<file path="config.mk">
export PLATFORM = sky130hd
export DESIGN_NAME = alu_cmd_ctrl
export DESIGN_NICKNAME = d
export VERILOG_FILES = /design/src/rtl/alu_cmd_pkg.sv /design/src/rtl/alu_cmd_ctrl.sv
export SDC_FILE = /design/constraint.sdc
export NUM_CORES = 1
export LEC_CHECK = 0
export ABC_AREA = 1
export CAP_MARGIN = 20
export CORE_ASPECT_RATIO = 1.5
export CORE_UTILIZATION = 40
export DETAILED_ROUTE_END_ITERATION = 10
export HOLD_SLACK_MARGIN = 0.06
export PLACE_DENSITY = 0.87
export RECOVER_POWER = 100
export SLEW_MARGIN = 20
export SYNTH_ARGS = -nofsm -noshare
export SYNTH_HDL_FRONTEND = slang
export SYNTH_SLANG_ARGS = --single-unit
</file>
<file path="constraint.sdc">
create_clock -name CLK -period 1.2 [get_ports CLK]
set_input_delay 0.36 -clock CLK [delete_from_list [all_inputs] [get_ports CLK]]
set_output_delay 0.36 -clock CLK [all_outputs]
set_load 0.02 [all_outputs]
</file>
<file path="src/rtl/alu_cmd_pkg.sv">
// rtl/alu_cmd_pkg.sv - shared constants and state encoding for the ALU command sequencer
package alu_cmd_pkg;

    localparam int FUN_WIDTH = 4;

    localparam logic [7:0] OPD_CMD_DEF  = 8'hCC;
    localparam logic [7:0] NOPD_CMD_DEF = 8'hDD;
    localparam logic [7:0] ERR_BYTE     = 8'hEE;

    typedef logic [3:0] state_t;

    localparam state_t ST_IDLE     = 4'd0;
    localparam state_t ST_GET_A    = 4'd1;
    localparam state_t ST_GET_B    = 4'd2;
    localparam state_t ST_GET_FUN  = 4'd3;
    localparam state_t ST_EXEC     = 4'd4;
    localparam state_t ST_WAIT_RES = 4'd5;
    localparam state_t ST_SEND_LO  = 4'd6;
    localparam state_t ST_SEND_HI  = 4'd7;
    localparam state_t ST_SEND_ERR = 4'd8;

endpackage

</file>
<file path="src/rtl/alu_cmd_ctrl.sv">
// rtl/alu_cmd_ctrl.sv - UART byte-frame parser driving the ALU and returning its 16-bit result
// Optional error-byte reply for unknown opcodes: define ALU_CMD_ERR_RESP_EN.
module alu_cmd_ctrl
    import alu_cmd_pkg::*;
#(
    parameter int                    DATA_WIDTH = 8,
    parameter int                    OUT_WIDTH  = 16,
    parameter logic [DATA_WIDTH-1:0] OPD_CMD    = DATA_WIDTH'(OPD_CMD_DEF),
    parameter logic [DATA_WIDTH-1:0] NOPD_CMD   = DATA_WIDTH'(NOPD_CMD_DEF)
) (
    input  logic                  CLK,
    input  logic                  RST,
    input  logic [DATA_WIDTH-1:0] RX_DATA,
    input  logic                  RX_VALID,
    output logic [DATA_WIDTH-1:0] ALU_A,
    output logic [DATA_WIDTH-1:0] ALU_B,
    output logic [FUN_WIDTH-1:0]  ALU_FUN,
    output logic                  ALU_EN,
    input  logic [OUT_WIDTH-1:0]  ALU_OUT,
    input  logic                  ALU_VALID,
    output logic [DATA_WIDTH-1:0] TX_DATA,
    output logic                  TX_VALID,
    input  logic                  TX_READY,
    output logic                  BUSY
);

    state_t                state;
    logic [DATA_WIDTH-1:0] result_hi;

    assign ALU_EN = (state == ST_EXEC);
    assign BUSY   = (state != ST_IDLE);

    always_ff @(posedge CLK) begin
        if (RST) begin
            state     <= ST_IDLE;
            ALU_A     <= '0;
            ALU_B     <= '0;
            ALU_FUN   <= '0;
            result_hi <= '0;
            TX_DATA   <= '0;
            TX_VALID  <= 1'b0;
        end else begin
            case (state)
                ST_IDLE: begin
                    if (RX_VALID) begin
                        if (RX_DATA == OPD_CMD) begin
                            state <= ST_GET_A;
                        end else if (RX_DATA == NOPD_CMD) begin
                            state <= ST_GET_FUN;
                        end
`ifdef ALU_CMD_ERR_RESP_EN
                        else begin
                            state    <= ST_SEND_ERR;
                            TX_DATA  <= DATA_WIDTH'(ERR_BYTE);
                            TX_VALID <= 1'b1;
                        end
`endif
                    end
                end
                ST_GET_A: begin
                    if (RX_VALID) begin
                        ALU_A <= RX_DATA;
                        state <= ST_GET_B;
                    end
                end
                ST_GET_B: begin
                    if (RX_VALID) begin
                        ALU_B <= RX_DATA;
                        state <= ST_GET_FUN;
                    end
                end
                ST_GET_FUN: begin
                    if (RX_VALID) begin
                        ALU_FUN <= RX_DATA[FUN_WIDTH-1:0];
                        state   <= ST_EXEC;
                    end
                end
                ST_EXEC: begin
                    state <= ST_WAIT_RES;
                end
                ST_WAIT_RES: begin
                    // Low byte goes straight to the TX register; only the high byte needs holding.
                    if (ALU_VALID) begin
                        result_hi <= ALU_OUT[OUT_WIDTH-1:DATA_WIDTH];
                        TX_DATA   <= ALU_OUT[DATA_WIDTH-1:0];
                        TX_VALID  <= 1'b1;
                        state     <= ST_SEND_LO;
                    end
                end
                ST_SEND_LO: begin
                    if (TX_READY) begin
                        TX_DATA <= result_hi;
                        state   <= ST_SEND_HI;
                    end
                end
                ST_SEND_HI: begin
                    if (TX_READY) begin
                        TX_VALID <= 1'b0;
                        state    <= ST_IDLE;
                    end
                end
`ifdef ALU_CMD_ERR_RESP_EN
                ST_SEND_ERR: begin
                    if (TX_READY) begin
                        TX_VALID <= 1'b0;
                        state    <= ST_IDLE;
                    end
                end
`endif
                default: begin
                    state    <= ST_IDLE;
                    TX_VALID <= 1'b0;
                end
            endcase
        end
    end

endmodule

</file>
=== Word level (Yosys, flattened, before mapping) ===
Index checks and enable logic that the tools add are counted.
Widths: inputs -> output; s select.

* Bits in registers: 41
* Input port bits: 29
* Output and inout bits: 31
* Logic and storage cells: 52

* Equal/unequal tests: 17
* Multiplexer cells: 16
* Bitwise gates (word level): 1
* Reduce and logical (&&, ||, !) cells: 11

{| class="wikitable"
|+ Operators with widths
! cell !! number
|-
| $mux 4 || 9
|-
| $pmux 4 s8 || 1
|-
| $eq 4x3->1 const B || 4
|-
| $eq 8x8->1 const B || 2
|-
| $mux 8 || 2
|-
| $pmux 8 s2 || 1
|-
| $ne 2x2->1 const B || 7
|-
| $eq 4x2->1 const B || 2
|-
| $reduce_and 2->1 || 4
|-
| $reduce_and 8->1 || 1
|-
| $reduce_and 3->1 || 2
|-
| $reduce_or 6->1 || 1
|-
| $eq 4x1->1 const B || 1
|-
| $logic_not 4->1 || 1
|-
| $reduce_bool 4->1 || 1
|-
| $ne 3x3->1 const B || 1
|-
| $pmux 1 s3 || 1
|-
| $mux 1 || 2
|-
| $reduce_bool 2->1 || 1
|-
| $not 1->1 || 1
|}

=== Logic depth before layout (Yosys ltp) ===
Gate-level depths: netlist of the first run.

* Depth in word-level cells: 5
* Depth in mapped cells: 8
* Gate-level depth less buffers: 8

=== Least setup slack after synthesis of the first run ===
Ideal clock, no wire load.

* Path type: register -> register
* Start point: reg state[2]
* End point: reg state[1]
* Library setup time: 0.115 ns
* Arrival time: 1.200 ns
* Required time: 1.085 ns
* Slack: -0.115 ns
* Cell stages (with the launch flop): 9
* Buffers on the path: 1
* Period minus slack after synthesis: 1.315 ns
* Cell sequence: dfxtp_1 -> buf_2 -> inv_1 -> nor2_1 -> nor2_1 -> nand2_1 -> nand3_1 -> nand2_1 -> nor2_1

* Elaborated cells on any way between the ends: 18
* Those cells by class: eq/ne (15); mux (1); reduce/logical (2)

{| class="wikitable"
|+ RTL lines
! item !! line !! text
|-
| from (decl) || alu_cmd_ctrl.sv:27 || <nowiki>state_t state;</nowiki>
|-
| from (signal assigned) || alu_cmd_ctrl.sv:35 || <nowiki>state <= ST_IDLE;</nowiki>
|-
| from (signal assigned) || alu_cmd_ctrl.sv:47 || <nowiki>state <= ST_GET_A;</nowiki>
|-
| from (signal assigned) || alu_cmd_ctrl.sv:49 || <nowiki>state <= ST_GET_FUN;</nowiki>
|-
| $eq 4x3->1 || -- ||
|-
| via ALU_EN || alu_cmd_ctrl.sv:18 || <nowiki>output logic ALU_EN,</nowiki>
|-
| $pmux 4 s8 || alu_cmd_ctrl.sv:43 || <nowiki>case (state)</nowiki>
|}

The timed path passes the listed nets, and every way through them passes these cells.
A chain may end at the register's enable or synchronous reset.

=== Worst setup path in the final report of the first run ===
* Start point: reg state[0]
* End point: out BUSY

* Word-level cells in the longest chain between the ends: 1

{| class="wikitable"
|+ RTL lines
! item !! line !! text
|-
| $reduce_bool 4->1 || alu_cmd_ctrl.sv:31 || <nowiki>assign BUSY = (state != ST_IDLE);</nowiki>
|-
| to (decl) || alu_cmd_ctrl.sv:24 || <nowiki>output logic BUSY</nowiki>
|}

No other way between the ends.

==> results.yml, run 1 <==
placement:
  io_buffers: 59
  hpwl_mm: 3.00
  gp_congestion: 0.792
  dp_slack_ns: -0.495
  dp.cells: 336
finish:
  drive_above_1_share: 0.433
  area_delta_synth_final_pct: 65.6
  fillCellCount: 271
  mostFrequentLayoutCells: "dfxtp_1, nor2_1, buf_4, clkdlybuf4s50_1"
  final_common_cell: "dfxtp_1"
  n_antenna_cell: 0
  nets: 342
  fin_cells: 359
clock_tree:
  tritoncts: "done"
  htree_levels: 2
  clk_pin_slew_worst_paths_ns: 0.08
  numClockSinks: 40
  clock_latency_ns: 0.30
  holdBufCountCts: 0
  clock_path_buffers: 2
  cts_buffers: 5
  root_buffer: "clkbuf_8"
floorplan:
  die_area_um2: 4550
  start_util: 0.425
  io_pins: 60
  fp.coreArea_um2: 4030
  rows: 28
  die_h_um: 82.1
  die_w_um: 55.4
grt:
  grt_pass1_wl_mm: 7.58
  antenna_found_initial: 0
  grt_max_degree: 24
  grt_overflow: 0
  grt_pass1_vias: 1776
  grtUsageTotal: 0.218
worst_setup_path:
  path_delay_family: "flip-flops"
  r2r_setup_slack_ns: -0.17
  worstPathArrival_ns: 1.13
  setup.worst_path.start_class: "flop"
  endpoint_kind: "output port"
  path_cells: "nor2_4 -> inv_2 -> nor2_2 -> inv_1 -> buf_2"
  critPathRequiredTime_ns: 0.84
  cp.buffers_inverters: 3
  max_stage_delay_ns: 0.35
  cp_slowest_cell: "dfxtp_2"
  cp_max_fo: 2
  path_class: "reg2out"
timing:
  min_period_over_period: 1.25
  finalHoldViolCount: 0
  grt_setup_unrepaired: "true"
  setup_violations: 38
  drv_slew: 0
  tightest_slew_ns: 0.215
  max-slew-margin-rel: 0.855
  period_needed_ns: 1.49
  skew_ns: 0.00596
  worst_slack_ns: -0.295
  max_freq_ghz: 0.669
logic_synthesis:
  yosys.area_share.simple: 0.225
  synth-seq-area-share: 0.468
  synthMuxAreaShare: 0
  synthesis.area_um2: 1710
  synthAdderAreaFrac: 0
  synth_compound_area_frac: 0.219
  synth.avg_cell_area_um2: 7.57
  synthesis.instances: 226
  synth_top_family_by_area: "simple AND/OR/NAND/NOR gates"
  synth_cell_type_count: 22
  yosysWarnings: 0
  syn_nets: 255
  synth_seq_cells: 40
  synth_xor_area_frac: 0
power:
  p_per_area_nw_per_um2: 1170
  peakVddDrop_v: 0.00102
  leakage_uw: 0.00123
outcome:
  status: "finished with violations"
  violations: "negative setup slack"
route:
  drtIter0Drc: 110
  vias: 1836
  wl_per_cell_um: 14.9
  drc: 0
  antenna_left: 0
  wl_mm: 5.33
  dr.pass1.iters: 4
  vias_per_cell: 5.11
worst_hold_path:
  hold_path_class: "reg2reg"
flow_run:
  maxCapViolCount: 0
-- state kept, by name, summed over array words and instances (netlist names) --
name / flops
TX_DATA: 8
result_hi: 8
ALU_B: 8
TX_VALID: 1
state: 3
ALU_A: 8
ALU_FUN: 4
-- cells in the mapped netlist --
cell type   n  area (µm²)
nand2_4     2        22.5
nor2_2      2        12.5
a21oi_1    20         100
nand2_2     2        12.5
o21ai_0    31         155
nor2_1     46         173
o22ai_1     1        6.26
nand2_1    24        90.1
dfxtp_1    40         801
inv_2       4        15.0
inv_4       1        6.26
buf_6       3        33.8
o21ai_2     8        70.1
buf_2       2        10.0
nand3_1     7        35.0
a21oi_2     2        17.5
o21ai_1     5        25.0
nor2_4      2        22.5
buf_1       1        3.75
clkbuf_1    3        11.3
inv_1      19        71.3
nand3_4     1        17.5
-- kinds of logic (layout without fill, tap and decap cells) --
| logic type | Yosys count | after routing |
|---|---|---|
| AO/OA/AOI/OAI | 67 | 67 |
| buffers and inverters | 33 | 120 |
| flip-flops | 40 | 40 |
| AND/OR/NAND/NOR | 86 | 87 |
-- worst paths after layout --
kind,cells after the start,to,start
max,5,BUSY,state[0]
min reg2reg,2,TX_VALID,TX_VALID
max reg2reg,9,TX_DATA[0],state[1]
min,2,TX_VALID,TX_VALID
-- power by group --
| part | total (µW) | internal (µW) | switching [µW] | leakage [µW] |
|---|---|---|---|---|
| logic | 702 | 324 | 379 | 0.000844 |
| registers | 1410 | 1380 | 37.4 | 0.000326 |
| clock network | 1210 | 734 | 477 | 0.0000645 |
-- layout make-up --
cell class                 instances  area (µm²)  area share
clock inverter                     1        30.0      0.0106
tap                               45        56.3      0.0199
timing repair buffer              86         743       0.262
multi-input combinational        154         963       0.340
clock buffer                       7        96.3      0.0340
sequential                        40         808       0.285
timing repair inverter             2        16.3     0.00574
inverter                          24         120      0.0424
-- through the flow --
stage                      util  TNS (ns)  total power, µW  hold slack, ns  area (µm²)
after floorplan               -         0             1710           0.429        1720
after global placement    0.607    -16.16             1980           0.459        2440
after detailed placement  0.607    -17.50             2000           0.457        2440
after CTS                 0.639     -2.19             3210           0.471        2570
after global routing      0.703     -6.31             3450           0.493        2830
final                     0.703     -3.73             3330           0.473        2830
-- routing by layer --
metal | GRT usage | routed length (µm) | vias to the layer above
met5 | 0 | 0 | -
met4 | 0.160 | 150 | 0
met3 | 0.0452 | 214 | 11
met2 | 0.414 | 3000 | 61
met1 | 0.208 | 1970 | 856
li1 | - | - | 908
-- worst min-delay path: stages, from the launching register on --
cell and delay [ns]:
dfxtp_1 0.32, nand2_1 0.06, a21oi_1 0.05
-- repair_timing --
item	in CTS	in global routing
pin swaps	9	16
gates resized for setup	165	80
setup buffers	8	4
gates cloned	2	1
setup endpoints to repair	70	52
Note: power is estimated with default switching activity, not from simulation.
==> run 2, diff against run 1 <==
CAP_MARGIN = unset   (was 20)
CELL_PAD_IN_SITES_DETAIL_PLACEMENT = 1   (was unset)
CELL_PAD_IN_SITES_GLOBAL_PLACEMENT = 1   (was unset)
CORE_UTILIZATION = 28   (was 40)
==> results.yml, run 2 (synthesis gave the netlist of run 1 again) <==
worst_setup_path:
  r2r_setup_slack_ns: -0.23
  path_class: "reg2out"
  setup.worst_path.start_class: "flop"
  worstPathArrival_ns: 1.08
  cp_max_fo: 2
  critPathRequiredTime_ns: 0.84
  endpoint_kind: "output port"
power:
  p_per_area_nw_per_um2: 1090
  p_total_uw: 3580
  peakVddDrop_v: 0.000521
  leakage_uw: 0.00134
route:
  top_layer_used: "met4"
  wl_met1_mm: 2.67
  wl_per_cell_um: 20.0
  wl_met3_um: 196
  vias: 1965
  antenna_left: 0
  dr.pass1.iters: 4
  drtIter0Drc: 61
  drc: 0
  wl_mm: 7.82
  wl_met2_mm: 4.61
  vias_per_cell: 5.03
outcome:
  violations: "negative setup slack"
  status: "finished with violations"
grt:
  grt_pass1_wl_mm: 10.9
  grt_max_degree: 24
  grtUsageTotal: 0.233
  grt_pass1_vias: 2069
  antenna_found_initial: 0
  grt_overflow: 0
placement:
  hpwl_mm: 3.98
  dp_slack_ns: -0.561
  dp.cells: 364
  io_buffers: 59
  placed_area_um2: 2490
  gp_congestion: 0.795
finish:
  design_area_um2: 3280
  mostFrequentLayoutCells: "buf_4, nor2_1, clkdlybuf4s50_1, dfxtp_1, o21ai_2"
  fin_cells: 391
  final_common_cell: "buf_4"
  area_delta_synth_final_pct: 91.4
  n_antenna_cell: 0
  drive_above_1_share: 0.624
  nets: 347
timing:
  drv_slew: 0
  grt_setup_unrepaired: "true"
  tightest_slew_ns: 0.349
  max_freq_ghz: 0.692
  setup_violations: 42
  period_needed_ns: 1.44
  max-slew-margin-rel: 0.767
  worst_slack_ns: -0.245
  finalHoldViolCount: 0
  skew_ns: 0.00874
  min_period_over_period: 1.20
  fin_setup_tns_ns: -6.58
clock_tree:
  numClockSinks: 40
  clock_path_buffers: 2
  clk_pin_slew_worst_paths_ns: 0.09
  htree_levels: 2
  cts_buffers: 5
  holdBufCountCts: 0
  clock_latency_ns: 0.31
  root_buffer: "clkbuf_8"
  tritoncts: "done"
worst_hold_path:
  hold_path_class: "reg2reg"
floorplan:
  start_util: 0.294
  die_area_um2: 6440
  rows: 34
  die_h_um: 97.8
  fp.coreArea_um2: 5830
  io_pins: 60
  die_w_um: 65.8
flow_run:
  maxCapViolCount: 0
## run 2: final cells by class
cell class	instances	area, µm²
clock buffer	7	96.3
clock inverter	1	30.0
fill	662	2550
inverter	24	135
multi-input combinational	154	1230
sequential	40	832
tap	72	90.1
timing repair buffer	92	853
timing repair inverter	1	7.51
## run 2: through the flow
| step | hold slack (ns) | utilization |
|---|---|---|
| after floorplan | 0.429 | - |
| after global placement | 0.460 | 0.427 |
| after detailed placement | 0.466 | 0.427 |
| after CTS | 0.474 | 0.508 |
| after global routing | 0.490 | 0.562 |
| final | 0.476 | 0.562 |
## run 2: power by group
part / switching, µW / internal (µW)
sequential: 45.2 / 1380
clock: 529 / 735
combinational: 481 / 404
## run 2: layer usage
| metal | global-route usage | up-vias |
|---|---|---|
| li1 | - | 916 |
| met1 | 0.231 | 968 |
| met2 | 0.449 | 57 |
| met3 | 0.0292 | 24 |
| met4 | 0.114 | 0 |
| met5 | 0 | - |
## run 2: path summary, 6_finish.rpt
check                 endpoint  cells past startpoint    startpoint
setup / recovery          BUSY                      5      state[1]
hold / removal    result_hi[1]                      2  result_hi[1]
setup reg to reg    TX_DATA[2]                      8      state[0]
hold reg to reg   result_hi[1]                      2  result_hi[1]
## run 2: what timing repair did
| item | in CTS | in global routing |
|---|---|---|
| endpoints found under the setup margin | 70 | 66 |
| hold endpoints to repair | 0 | 0 |
| gates resized for setup | 247 | 107 |
| setup buffers | 13 | 5 |
| pin swaps | 22 | 26 |
| cloned | 4 | 0 |
## run 2: critical path, stage by stage, from the launching register on
cell	delay, ns
dfxtp_2	0.35
nor2_4	0.12
inv_2	0.07
nor2_4	0.09
inv_2	0.04
buf_6	0.12
==> run 3, diff against run 2 <==
CAP_MARGIN = 20   (was unset)
==> results of run 3 <==
Same layout as run 2: the final DEF is identical, and so are final timing and power.
